### src/rtl/iic_slave_regs.sv
// I2C slave exposing a small byte register file through a pointer byte, with write strobes.
// Optional macro IIC_SLAVE_GLITCH_FILTER_EN adds a 3-sample majority filter on scl/sda.
module iic_slave_regs #(
  parameter logic [6:0] SLAVE_ADDR = 7'h50,
  parameter int         NUM_REGS   = 16
) (
  input  logic       pclk,
  input  logic       presetn,
  input  logic       scl,
  input  logic       sda_in,
  output logic       sda_oe,
  output logic       busy,
  output logic       wr_strobe,
  output logic [3:0] wr_addr,
  output logic [7:0] wr_data
);
  localparam int AW = $clog2(NUM_REGS);

  typedef enum logic [3:0] {
    IDLE, ADDR, ADDR_ACK, PTR, PTR_ACK, WDATA, WDATA_ACK, RDATA, RDATA_ACK
  } state_t;

  function automatic logic maj3(input logic a, input logic b, input logic c);
    return (a & b) | (a & c) | (b & c);
  endfunction

  // stage p0/p1: two-flop synchronizers, reset to the idle-bus level
  logic scl_p0, scl_p1, sda_p0, sda_p1;
  always_ff @(posedge pclk or negedge presetn) begin
    if (!presetn) begin
      scl_p0 <= 1'b1;
      scl_p1 <= 1'b1;
      sda_p0 <= 1'b1;
      sda_p1 <= 1'b1;
    end else begin
      scl_p0 <= scl;
      scl_p1 <= scl_p0;
      sda_p0 <= sda_in;
      sda_p1 <= sda_p0;
    end
  end

  logic scl_s, sda_s;
`ifdef IIC_SLAVE_GLITCH_FILTER_EN
  // stage p2: majority over three consecutive samples rejects single-cycle pulses
  logic scl_h0, scl_h1, sda_h0, sda_h1, scl_p2, sda_p2;
  always_ff @(posedge pclk or negedge presetn) begin
    if (!presetn) begin
      scl_h0 <= 1'b1;
      scl_h1 <= 1'b1;
      sda_h0 <= 1'b1;
      sda_h1 <= 1'b1;
      scl_p2 <= 1'b1;
      sda_p2 <= 1'b1;
    end else begin
      scl_h0 <= scl_p1;
      scl_h1 <= scl_h0;
      sda_h0 <= sda_p1;
      sda_h1 <= sda_h0;
      scl_p2 <= maj3(scl_p1, scl_h0, scl_h1);
      sda_p2 <= maj3(sda_p1, sda_h0, sda_h1);
    end
  end
  assign scl_s = scl_p2;
  assign sda_s = sda_p2;
`else
  assign scl_s = scl_p1;
  assign sda_s = sda_p1;
`endif

  logic scl_q, sda_q;
  always_ff @(posedge pclk or negedge presetn) begin
    if (!presetn) begin
      scl_q <= 1'b1;
      sda_q <= 1'b1;
    end else begin
      scl_q <= scl_s;
      sda_q <= sda_s;
    end
  end

  logic scl_rise, scl_fall, start, stop;
  assign scl_rise = scl_s & ~scl_q;
  assign scl_fall = ~scl_s & scl_q;
  assign start    = scl_s & sda_q & ~sda_s;
  assign stop     = scl_s & ~sda_q & sda_s;

  state_t        state;
  logic [3:0]    bit_cnt;
  logic [7:0]    shreg;
  logic          rw;
  logic [AW-1:0] ptr;
  logic [7:0]    regs [NUM_REGS];

  logic [7:0]    rx_byte;
  logic [AW-1:0] ptr_inc;
  assign rx_byte = {shreg[6:0], sda_s};
  assign ptr_inc = ptr + AW'(1);

  // protocol FSM; in the ACK states sda_oe doubles as the "ACK already driven" phase flag
  always_ff @(posedge pclk or negedge presetn) begin
    if (!presetn) begin
      state     <= IDLE;
      sda_oe    <= 1'b0;
      busy      <= 1'b0;
      wr_strobe <= 1'b0;
      wr_addr   <= '0;
      wr_data   <= '0;
      ptr       <= '0;
      bit_cnt   <= '0;
      shreg     <= '0;
      rw        <= 1'b0;
      for (int i = 0; i < NUM_REGS; i++) regs[i] <= '0;
    end else begin
      wr_strobe <= 1'b0;
      if (start) begin
        state   <= ADDR;
        bit_cnt <= '0;
        sda_oe  <= 1'b0;
      end else if (stop) begin
        state  <= IDLE;
        sda_oe <= 1'b0;
        busy   <= 1'b0;
      end else begin
        case (state)
          ADDR, PTR, WDATA: if (scl_rise) begin
            shreg   <= rx_byte;
            bit_cnt <= bit_cnt + 4'd1;
            if (bit_cnt == 4'd7) begin
              bit_cnt <= '0;
              case (state)
                ADDR: if (rx_byte[7:1] == SLAVE_ADDR) begin
                  state <= ADDR_ACK;
                  rw    <= rx_byte[0];
                  busy  <= 1'b1;
                end else begin
                  state <= IDLE;
                end
                PTR: begin
                  ptr   <= rx_byte[AW-1:0];
                  state <= PTR_ACK;
                end
                default: begin
                  regs[ptr] <= rx_byte;
                  wr_strobe <= 1'b1;
                  wr_addr   <= 4'(ptr);
                  wr_data   <= rx_byte;
                  ptr       <= ptr_inc;
                  state     <= WDATA_ACK;
                end
              endcase
            end
          end
          ADDR_ACK, PTR_ACK, WDATA_ACK: if (scl_fall) begin
            bit_cnt <= '0;
            if (!sda_oe) begin
              sda_oe <= 1'b1;
            end else if (state == ADDR_ACK && rw) begin
              state  <= RDATA;
              shreg  <= regs[ptr];
              sda_oe <= ~regs[ptr][7];
            end else begin
              sda_oe <= 1'b0;
              state  <= (state == ADDR_ACK) ? PTR : WDATA;
            end
          end
          RDATA: begin
            if (scl_rise) begin
              bit_cnt <= bit_cnt + 4'd1;
            end else if (scl_fall) begin
              if (bit_cnt == 4'd8) begin
                sda_oe <= 1'b0;
                state  <= RDATA_ACK;
              end else if (bit_cnt == 4'd0) begin
                sda_oe <= ~shreg[7];
              end else begin
                shreg  <= {shreg[6:0], 1'b0};
                sda_oe <= ~shreg[6];
              end
            end
          end
          RDATA_ACK: if (scl_rise) begin
            if (!sda_s) begin
              ptr     <= ptr_inc;
              shreg   <= regs[ptr_inc];
              bit_cnt <= '0;
              state   <= RDATA;
            end else begin
              state <= IDLE;
            end
          end
          default: ;
        endcase
      end
    end
  end
endmodule

### config.mk
export PLATFORM = sky130hd
export DESIGN_NAME = iic_slave_regs
export DESIGN_NICKNAME = d
export VERILOG_FILES = /design/src/rtl/iic_slave_regs.sv
export SDC_FILE = /design/constraint.sdc
export NUM_CORES = 1
export LEC_CHECK = 0
export BUFFER_PORTS_ARGS = -buffer_cell sky130_fd_sc_hd__buf_2
export CAP_MARGIN = 20
export CORE_MARGIN = 2
export CORE_UTILIZATION = 68
export CTS_CLUSTER_SIZE = 16
export DETAILED_ROUTE_END_ITERATION = 6
export PLACE_DENSITY = 0.85
export SETUP_SLACK_MARGIN = 0.15
export SLEW_MARGIN = 20
export SYNTH_ARGS = -nofsm -noshare
export SYNTH_HDL_FRONTEND = slang
export SYNTH_SLANG_ARGS = --single-unit
### constraint.sdc
create_clock -name pclk -period 6.8 [get_ports pclk]
set_clock_uncertainty 0.1 [all_clocks]
set_input_delay 0.68 -clock pclk [delete_from_list [all_inputs] [get_ports pclk]]
set_output_delay 0.68 -clock pclk [all_outputs]
set_load 0.01 [all_outputs]
Word-level counts from Yosys, hierarchy flattened
Cells that the tools add are included.
Word-level totals
  input port bits: 4
  logic and storage cells: 189
  memories kept: 0
  register bits: 170
  memory bits (writable): 0
  bits in latches: 0
  bits in read-only memories: 0
  output and inout bits: 15
Operators by class
  bitwise logic cells: 18
  order comparisons: 3
  div/mod/pow operators: 0
  add/subtract/negate cells: 2
  reductions and logical operators: 24
  muxes and demuxes: 73
  equal/unequal tests: 37
  shift-type cells: 0
  multiply operators: 0
Operators by type and width (count)
  128-bit bitwise mux: 1
  8-bit 2-to-1 mux: 15
  4-bit 2-to-1 mux: 22
  8-bit binary-select mux with 4-bit select: 2
  8-bit demux with 4-bit select: 1
  4-bit != test (second input constant): 8
  4-bit case mux with 4 select lines: 2
  8-bit case mux with 4 select lines: 1
  2-bit != test (second input constant): 13
  4-bit case mux with 2 select lines: 3
  1-bit 2-to-1 mux: 21
  4-bit by 3-bit equality test with 1-bit output (second input constant): 5
  3-bit != test (second input constant): 5
  7-bit AND reduction: 2
  13-bit AND reduction: 1
  6-bit AND reduction: 2
  2-bit nonzero test: 6
  5-bit greater-or-equal comparator (second input constant): 2
  1-bit NOT: 10
  4-bit NOT with 5-bit output: 2
  3-bit 2-to-1 mux: 3
  9-bit AND reduction: 1
  4-bit by 1-bit adder with 4-bit output (second input constant): 2
  4-bit by 2-bit equality test with 1-bit output (second input constant): 2
  other kinds (16): 25

Logic depth before layout (Yosys ltp)
  depth in word-level cells: 11
  gate-level depth with buffers: 12
  depth with buffers taken out: 8

Worst setup path before layout
Ideal clock, no wire load.
  path type: register to register
  start point: register ptr[1]
  end point: register shreg[5]
  data required time: 6.580 ns
  stages on the path, launching flop included: 12
  arrival: 3.094 ns
  setup slack: 3.487 ns
  path buffers: 5
  library setup time: 0.120 ns
  cells stage by stage: dfrtp_1 > buf_2 > buf_4 > buf_2 > inv_1 > ha_1 > clkbuf_1 > clkbuf_1 > mux4_2 > mux2_2 > a221o_1 > o22a_2
Between the ends
  word-level cells in the longest chain between the ends: 8
RTL lines
  start: declaration: RTL line 92  | logic [AW-1:0] ptr;
  start signal: assignment: RTL line 140  | ptr <= rx_byte[AW-1:0];
  start signal: assignment: RTL line 148  | ptr <= ptr_inc;
  start signal: assignment: RTL line 184  | ptr <= ptr_inc;
  4-bit by 1-bit adder with 4-bit output / 4-bit NOT with 5-bit output (equally long branches): RTL line 98, 160
  4-bit NOT with 5-bit output (not written as such) / 8-bit binary-select mux with 4-bit select (equally long branches): RTL line 185, 160
  8-bit binary-select mux with 4-bit select / 8-bit 2-to-1 mux (equally long branches): RTL line 185, 160
  8-bit 2-to-1 mux (on tied branches): RTL line 185, 160
  8-bit 2-to-1 mux (on tied branches): RTL line 185, 158
  8-bit 2-to-1 mux (on tied branches): RTL line 183, 156
  8-bit 2-to-1 mux (on tied branches): RTL line 182, 154
  8-bit case mux with 4 select lines (*): RTL line 125  | case (state)
  end signal: assignment: RTL line 127  | shreg <= rx_byte;
  end signal: assignment: RTL line 177  | shreg <= {shreg[6:0], 1'b0};
  end signal: assignment: RTL line 185  | shreg <= regs[ptr_inc];
  end: declaration: RTL line 90  | logic [7:0] shreg;
Mark *: on every way between the ends. The rest lies on a longest branch, timed or not. The select of a mux whose other input is x is not followed.
A chain may end at the register's enable or synchronous reset.

Worst setup path after layout
  start point: register ptr[0]
  end point: register shreg[1]
Same word-level chain as after synthesis.

==> flow_metrics.tcl <==
set metrics [dict create \
    status "completed" \
    synth-adder-area-share_pct 0.810 \
    drv_slew 0 \
    antenna_cells 0 \
    cp_max_fo 67 \
    wire_per_inst_um 26.6 \
    synth_top_family_by_area "multiplexers" \
    synth.top_cell.area_share_pct 44.3 \
    hpwlAfterDp_mm 13.8 \
    peakVddDrop_v 0.000175 \
    postSynthAreaPerCell_um2 14.0 \
    synth-simple-area-share_pct 8.39 \
    crit_chain "inv_1, ha_1, buf_4, mux4_2, mux2_2, a221o_1, o22a_1" \
    slew_headroom_pct 25.3 \
    cts_hold_buf 0 \
    syn_nets 673 \
    drv_cap 0 \
    die_width_um 121 \
    finalHoldViolCount 0 \
    ys_seq_area_share_pct 46.0 \
    nNetsFinal 665 \
    synthArstFlopShare_pct 100 \
    clkSinkCount 170 \
    cts_resized 0 \
    insertion_delay_ps 430 \
    grt_usage_pct 33.1 \
    synth.mux.area_fraction_pct 35.2 \
    synth_cells 663 \
    synth_edf_count 0 \
    postRouteAntennaNets 0 \
    cts_buffers 17 \
    ios 19 \
    p_per_area_nw_per_um2 239 \
    fmax_mhz 256 \
    vias 6201 \
    area_delta_synth_final_pct 8.41 \
    power_leakage_uw 0.00455 \
    h-tree-depth 4 \
    synth_most_common_cell "dfrtp_1" \
    first_pass_iters 6 \
    synth_seq_cells 170 \
    cts_buffer_depth 2 \
    min_period_over_period_pct 57.4 \
    startpoint_type "flop" \
    crit_path_end_kind "flop" \
    cp.arrival_ps 4110 \
    clkTransAtPathRegs_ps 70 \
    drc_errors 0 \
    synth_largest_area_cell "dfrtp_1" \
    routed_wl_mm 22.4 \
    drt_iter0_markers 756 \
    grt-ovfl-total 0 \
    yosysUniqueCellTypes 65 \
    yosys-top-cells-area "dfrtp_1 44%, mux2_2 16%, mux4_2 16%" \
    worst_slew_pin_slew_ps 1120 \
    dieArea_um2 14600 \
    synth_xor_area_share_pct 0.378 \
    core_um2 13300 \
    rows 42 \
    grt_max_degree 98 \
    fin_util_pct 75.5 \
    final.min_clock_period_ps 3910 \
    tns_ps 0 \
    ys_warn_count 0 \
    cts_tree "done" \
    gp_congestion 0.868 \
    synth-compound-area-share_pct 6.25 \
    fp.dieH_um 121 \
    rsz0062_at_grt "no" \
    drive_gt1_share_pct 43.0 \
    hold_path.class "in2reg" \
    crit_slowest_cell "dfrtp_4" \
    antenna_found_initial 0 \
    timing.hold.ws_ps 243 \
    synth_top_cells_by_count "164 x dfrtp_1, 129 x mux2_2, 64 x mux4_2, 28 x mux2_1, 24 x nand2_1" \
    start_util_pct 69.7 \
    via_per_inst 7.35 \
    path_class "reg2reg" \
    grt_pass1_vias 6368 \
    post_cts_buffers 0 \
    synth_area_um2 9260 \
    synth_flop_cell "dfrtp_1" \
    setup_viol 0 \
    crit_required_ps 7010 \
    portBuffers 18 \
    cts_root_buf "clkbuf_16" \
    max_stage_delay_ps 1110 \
    grt_pass1_wl_mm 35.7 \
]
-- sequential cells by signal (all words and copies together) (netlist names), 4 cells and up --
signal and count:
regs 128, state 4, bit_cnt 4, wr_addr 4, shreg 8, ptr 4, wr_data 8
-- metal layers --
layer | part of all wire [%] | track usage (%)
met1 | 38 | 43.2
met2 | 50 | 53.1
met3 | 8.1 | 7.50
met4 | 4.2 | 16.1
met5 | 0 | 0
-- cell type report --
type	instances	area (um2)
multi-input combinational	431	4730
sequential	170	4270
fill	758	3250
clock buffer	17	425
tap	176	220
clock inverter	15	210
timing repair buffer	26	156
inverter	9	33.8
-- final timing paths --
kind / startpoint / to / slack (ps) / cells past startpoint
max: ptr[0]$_DFFE_PN0P_ / shreg[1]$_DFFE_PN0P_ / 2890 / 7
min: scl / scl_p0$_DFF_PN1_ / 240 / 1
max reg2reg: ptr[0]$_DFFE_PN0P_ / shreg[1]$_DFFE_PN0P_ / 2890 / 7
min reg2reg: scl_p0$_DFF_PN1_ / scl_p1$_DFF_PN1_ / 260 / 0
max in group asynchronous: presetn / ptr[0]$_DFFE_PN0P_ / 4740 / 2
min in group asynchronous: presetn / regs[105]$_DFFE_PN0P_ / 260 / 1
-- stage by stage --
step	cells	total power [uW]	setup WS, ps	area (um2)
final	844	2400	2890	10000
after CTS	844	2410	2920	10000
after global placement	812	1350	3150	9410
after global routing	844	2480	2720	10000
after floorplan	663	1280	3490	9260
after detailed placement	812	1360	2990	9410
-- worst max-delay path, delay by kind of cell (launching register included) --
family                     cells  cell delay (ps)
buffers and inverters          2              760
AOI/OAI and AO/OA              2              570
DFF                            1             1110
muxes                          2              640
adders and majority gates      1              580
-- kinds of logic (layout without fill, tap and decap cells) --
logic type | count (synthesis) | in the layout
compound gates | 72 | 72
simple gates | 123 | 123
flops | 170 | 170
fa+ha+maj | 6 | 6
xor+xnor | 4 | 4
buf+inv | 62 | 67
mux | 226 | 226
-- cell usage in the layout (no fill, tap or decap), drive strengths merged, types with 3 or more instances in the layout --
cell type / instances
a21oi: 11
a221o: 6
a22o: 3
a32o: 5
and2: 4
and3: 3
buf: 26
bufinv: 4
clkbuf: 17
clkinv: 3
dfrtp: 164
dfstp: 6
ha: 6
inv: 16
mux2: 157
mux2i: 5
mux4: 64
nand2: 24
nand2b: 5
nand3: 25
nand4: 17
nor2: 19
nor2b: 5
nor3: 8
nor3b: 3
o21ai: 15
o22a: 7
-- power by group --
group	total [uW]	leakage [uW]	switching (uW)	internal (uW)
registers	1170	0.00231	127	1040
logic	184	0.00193	105	78.9
clock network	1050	0.000311	426	624
total	2400	0.00455	658	1750
No activity file was read; power rests on OpenSTA's default activity.
